==> config.mk <==
export PLATFORM = sky130hd
export DESIGN_NAME = toggle_rx_fifo
export DESIGN_NICKNAME = d
export VERILOG_FILES = /design/src/rtl/toggle_rx_fifo.sv
export SDC_FILE = /design/constraint.sdc
export NUM_CORES = 1
export LEC_CHECK = 0
export ABC_CLOCK_PERIOD_IN_PS = 2100
export CORE_UTILIZATION = 30
export CTS_BUF_LIST = sky130_fd_sc_hd__clkbuf_4 sky130_fd_sc_hd__clkbuf_8
export DETAILED_ROUTE_END_ITERATION = 10
export SETUP_SLACK_MARGIN = 0.05
export SLEW_MARGIN = 20
export SYNTH_ARGS = -nofsm -noshare
export SYNTH_HDL_FRONTEND = slang
export SYNTH_SLANG_ARGS = --single-unit
==> constraint.sdc <==
create_clock -name clk -period 2.1 [get_ports clk]
set_input_delay 0.21 -clock clk [delete_from_list [all_inputs] [get_ports clk]]
set_output_delay 0.21 -clock clk [all_outputs]
set_load 0.05 [all_outputs]
==> src/rtl/toggle_rx_fifo.sv <==
// Receive stage for the toggle-handshake byte link: captures toggled requests into a FIFO and
// re-presents them as a valid/ready stream. Define TOGGLE_RX_SYNC_EN to synchronize get_it.
module toggle_rx_fifo #(
    parameter int unsigned WIDTH = 8,
    parameter int unsigned DEPTH = 4
) (
    input  logic                     clk,
    input  logic                     reset_n,
    input  logic [WIDTH-1:0]         shared,
    input  logic                     get_it,
    output logic                     put_it,
    output logic [WIDTH-1:0]         dout,
    output logic                     dout_valid,
    input  logic                     dout_ready,
    output logic [$clog2(DEPTH):0]   count
);

    localparam int unsigned AW = $clog2(DEPTH);
    localparam int unsigned CW = AW + 1;
    localparam logic [CW-1:0] FullCount = CW'(DEPTH);

    if (DEPTH < 2 || (DEPTH & (DEPTH - 1)) != 0) begin : g_depth_check
        $error("toggle_rx_fifo: DEPTH must be a power of two and at least 2");
    end

    logic                 req_lvl;
    logic                 seen_q, seen_d;
    logic                 put_q, put_d;
    logic [AW-1:0]        wr_ptr_q, wr_ptr_d;
    logic [AW-1:0]        rd_ptr_q, rd_ptr_d;
    logic [CW-1:0]        count_q, count_d;
    logic [WIDTH-1:0]     mem_q [DEPTH];
    logic [WIDTH-1:0]     mem_d [DEPTH];
    logic                 pending;
    logic                 full;
    logic                 capture;
    logic                 pop;

`ifdef TOGGLE_RX_SYNC_EN
    logic sync1_q, sync1_d;
    logic sync2_q, sync2_d;

    always_comb begin
        sync1_d = get_it;
        sync2_d = sync1_q;
    end

    always_ff @(posedge clk or negedge reset_n) begin
        if (!reset_n) begin
            sync1_q <= 1'b0;
            sync2_q <= 1'b0;
        end else begin
            sync1_q <= sync1_d;
            sync2_q <= sync2_d;
        end
    end

    assign req_lvl = sync2_q;
`else
    assign req_lvl = get_it;
`endif

    // Full is judged on the pre-edge count, so a same-edge pop cannot admit a capture.
    always_comb begin
        pending = (req_lvl != seen_q);
        full    = (count_q == FullCount);
        capture = pending && !full;
        pop     = (count_q != '0) && dout_ready;
    end

    always_comb begin
        seen_d   = seen_q;
        put_d    = put_q;
        wr_ptr_d = wr_ptr_q;
        rd_ptr_d = rd_ptr_q;
        count_d  = count_q;
        mem_d    = mem_q;

        if (capture) begin
            mem_d[wr_ptr_q] = shared;
            wr_ptr_d        = wr_ptr_q + 1'b1;
            seen_d          = req_lvl;
            put_d           = ~put_q;
        end

        if (pop) begin
            rd_ptr_d = rd_ptr_q + 1'b1;
        end

        unique case ({capture, pop})
            2'b10:   count_d = count_q + 1'b1;
            2'b01:   count_d = count_q - 1'b1;
            default: count_d = count_q;
        endcase
    end

    always_ff @(posedge clk or negedge reset_n) begin
        if (!reset_n) begin
            seen_q   <= 1'b0;
            put_q    <= 1'b0;
            wr_ptr_q <= '0;
            rd_ptr_q <= '0;
            count_q  <= '0;
            for (int i = 0; i < int'(DEPTH); i++) begin
                mem_q[i] <= '0;
            end
        end else begin
            seen_q   <= seen_d;
            put_q    <= put_d;
            wr_ptr_q <= wr_ptr_d;
            rd_ptr_q <= rd_ptr_d;
            count_q  <= count_d;
            for (int i = 0; i < int'(DEPTH); i++) begin
                mem_q[i] <= mem_d[i];
            end
        end
    end

    always_comb begin
        put_it     = put_q;
        dout       = mem_q[rd_ptr_q];
        dout_valid = (count_q != '0);
        count      = count_q;
    end

endmodule

==> flow_metrics.tcl, run 1 <==
set metrics [dict create \
    status "finished clean" \
    cts_num_sinks 41 \
    cts_buffers 5 \
    place_inst 219 \
    relSlewSlack_pct 61.89 \
    gp_congestion 0.7123 \
    rsz0062_at_grt "yes" \
    clkSlewWorstSetupHoldPaths_ns 0.08 \
    start_util_pct 31.52 \
    synthTopCellsByArea "dfrtp_1 (54%), mux2_2 (19%), mux4_2 (9.5%), ha_1 (3.3%), nand3_2 (2.1%)" \
    track_usage_pct 12.85 \
    diodes 0 \
    fmax_ghz 0.4881 \
    ant_nets 0 \
    drc 0 \
    nNetsFinal 175 \
    crit_required_ns 2.31 \
    worstSetupPathType "flip-flop to flip-flop" \
    fp.dieH_um 81.33 \
    grt_pass1_wl_um 6092 \
    tightest_slew_ns 0.5717 \
    routedWlPerCell_um 16.16 \
    setup.worst_path.start_class "flip-flop" \
    crit_arrival_ns 2.26 \
    synth_largest_area_cell "dfrtp_1" \
    multi_input_area_um2 837.1 \
    min_path_type "primary input to asynchronous set/reset pin" \
    finalCritPeriodShare_pct 97.57 \
    drtIter0Drc 37 \
    syn_to_final_growth_pct 28.63 \
    port_buffers 24 \
    syn_nets 135 \
    grt_pass1_vias 1281 \
    yosysMostFrequentCell "dfrtp_1" \
    final-setup-viol-count 0 \
    ios 25 \
    route.vias.total 1102 \
    yosysUniqueCellTypes 22 \
    final_cells 233 \
    hold_violations 0 \
    cts_root_buf "clkbuf_8" \
    wl_um 3766 \
    fp.dieW_um 81.33 \
    syn_inst 117 \
    fill_cells 557 \
    hpwl_um 2710 \
    period_needed_ns 2.049 \
    grt_max_degree 26 \
    max_cap_violations 0 \
    design.core.area_mm2 0.005991 \
    num_rows 28 \
    synth_area_per_cell_um2 16.14 \
    grt-ovfl-total 0 \
    antenna_found_initial 0 \
    firstDrtPassIters 4 \
    dieArea_mm2 0.006615 \
    cts_buffer_depth 2 \
    yosysTopAreaCellShare_pct 54.34 \
    ys_warn_count 0 \
    postSynth.asyncResetShare_pct 100.0 \
    ys.flop_type "dfrtp_1" \
    skew_ns 0.003796 \
    ys_ff_latch 41 \
    clkLatencyLatePin_ns 0.30 \
    critical_path.max_fanout 2 \
    yosys-top-cells-count "dfrtp_1 (41), mux2_2 (32), mux4_2 (8), inv_1 (6), ha_1 (5)" \
    htreeDepth 2 \
    syn_area_mm2 0.001888 \
    layout-drive-gt1-share_pct 54.43 \
    endpoint_kind "flip-flop" \
    vias_per_cell 4.730 \
    yosysSeqAreaShare_pct 54.34 \
    synth_enable_flop_cells 0 \
    cts_tree "built" \
    slew_viol_final 0 \
    regArea_mm2 0.001030 \
]
-- cells by family after synthesis --
| family | after synthesis | synth area share (%) |
|---|---|---|
| muxes | 43 | 30.55 |
| DFF | 41 | 54.34 |
| buffers and inverters | 9 | 2.253 |
| and+or+nand+nor | 9 | 3.844 |
| xor gates and xnor gates | 8 | 4.109 |
| adders and majority gates | 6 | 4.374 |
| AOI/OAI and AO/OA | 1 | 0.5302 |
-- sequential cells by signal (all words and copies together), names as in the netlist --
name,flops
mem_q,32
count,3
rd_ptr_q,2
wr_ptr_q,2
put_it,1
seen_q,1
-- layout make-up --
class | count | area share [%]
clock buffers | 5 | 2.834
clock inverters | 3 | 2.834
inverters | 6 | 1.030
multi-input cells | 67 | 34.47
flip-flops and latches | 41 | 42.40
well taps | 75 | 3.864
repair buffers | 36 | 12.57
-- layer usage --
| layer | wire length (µm) | vias to the layer above | track usage [%] |
|---|---|---|---|
| met3 | 127 | 5 | 2.697 |
| met1 | 1486 | 578 | 14.12 |
| met5 | 0 | - | 0 |
| met2 | 2107 | 21 | 23.75 |
| li1 | - | 498 | - |
| met4 | 44 | 0 | 5.179 |
-- cells in the final DEF (no fill, tap or decap), types with 2 or more instances in the layout --
cell / n
buf_4: 20
bufinv_16: 2
clkbuf_8: 5
clkdlybuf4s50_1: 14
dfrtp_1: 38
dfrtp_2: 3
ha_1: 4
inv_1: 4
mux2_2: 32
mux4_2: 8
nand3_2: 4
xnor2_1: 4
xor2_1: 3
-- metrics by stage --
stage	hold slack, ns	utilization, %	TNS (ns)	cell area, µm²	setup WS (ns)
final	0.4377	40.54	0	2429	0.05111
after CTS	0.4561	40.29	0	2414	0.05165
after floorplan	-0.08559	-	-0.1652	1909	-0.1407
after global placement	0.2207	37.41	0	2241	0.05340
after global routing	0.5009	40.54	-0.02829	2429	-0.02829
after detailed placement	0.2372	37.41	-0.04977	2241	-0.04977
-- final timing paths --
path	startpoint	end	slack, ns	cells past startpoint
min	reset_n	seen_q	0.44	2
max	count[1]	count[2]	0.05	9
min in group clk	put_it	put_it	0.48	1
max in group asynchronous	reset_n	mem_q[24]	1.02	3
min reg2reg	put_it	put_it	0.48	1
max reg2reg	count[1]	count[2]	0.05	9
-- worst max-delay path, stage by stage (launching register included) --
cell,delay [ns]
dfrtp_2,0.41
or3b_4,0.40
and2_4,0.16
inv_4,0.06
ha_4,0.13
inv_2,0.03
fa_2,0.32
xor2_1,0.15
nor2_1,0.12
xor2_1,0.18
-- repair_timing --
item / in CTS / in global routing
gates resized for setup: 1 / 0
pin swaps: 2 / 3
setup buffers: 3 / 2
hold buffers: 1 / 0
hold endpoints to repair: 24 / 0
setup endpoints to repair: 1 / 1
Power of run 1 is left out: the tool's default activity adds up to more than one toggle a clock period on the data nets, which glitch-free logic cannot reach.
==> inputs of run 2 (changes only) <==
Settings changed: ABC_CLOCK_PERIOD_IN_PS 2100 to unset, GPL_ROUTABILITY_DRIVEN set to 1.
==> results of run 2 <==
No change in the layout: final DEF, timing and power equal those of run 1.
Power of run 2 is left out for the same reason.
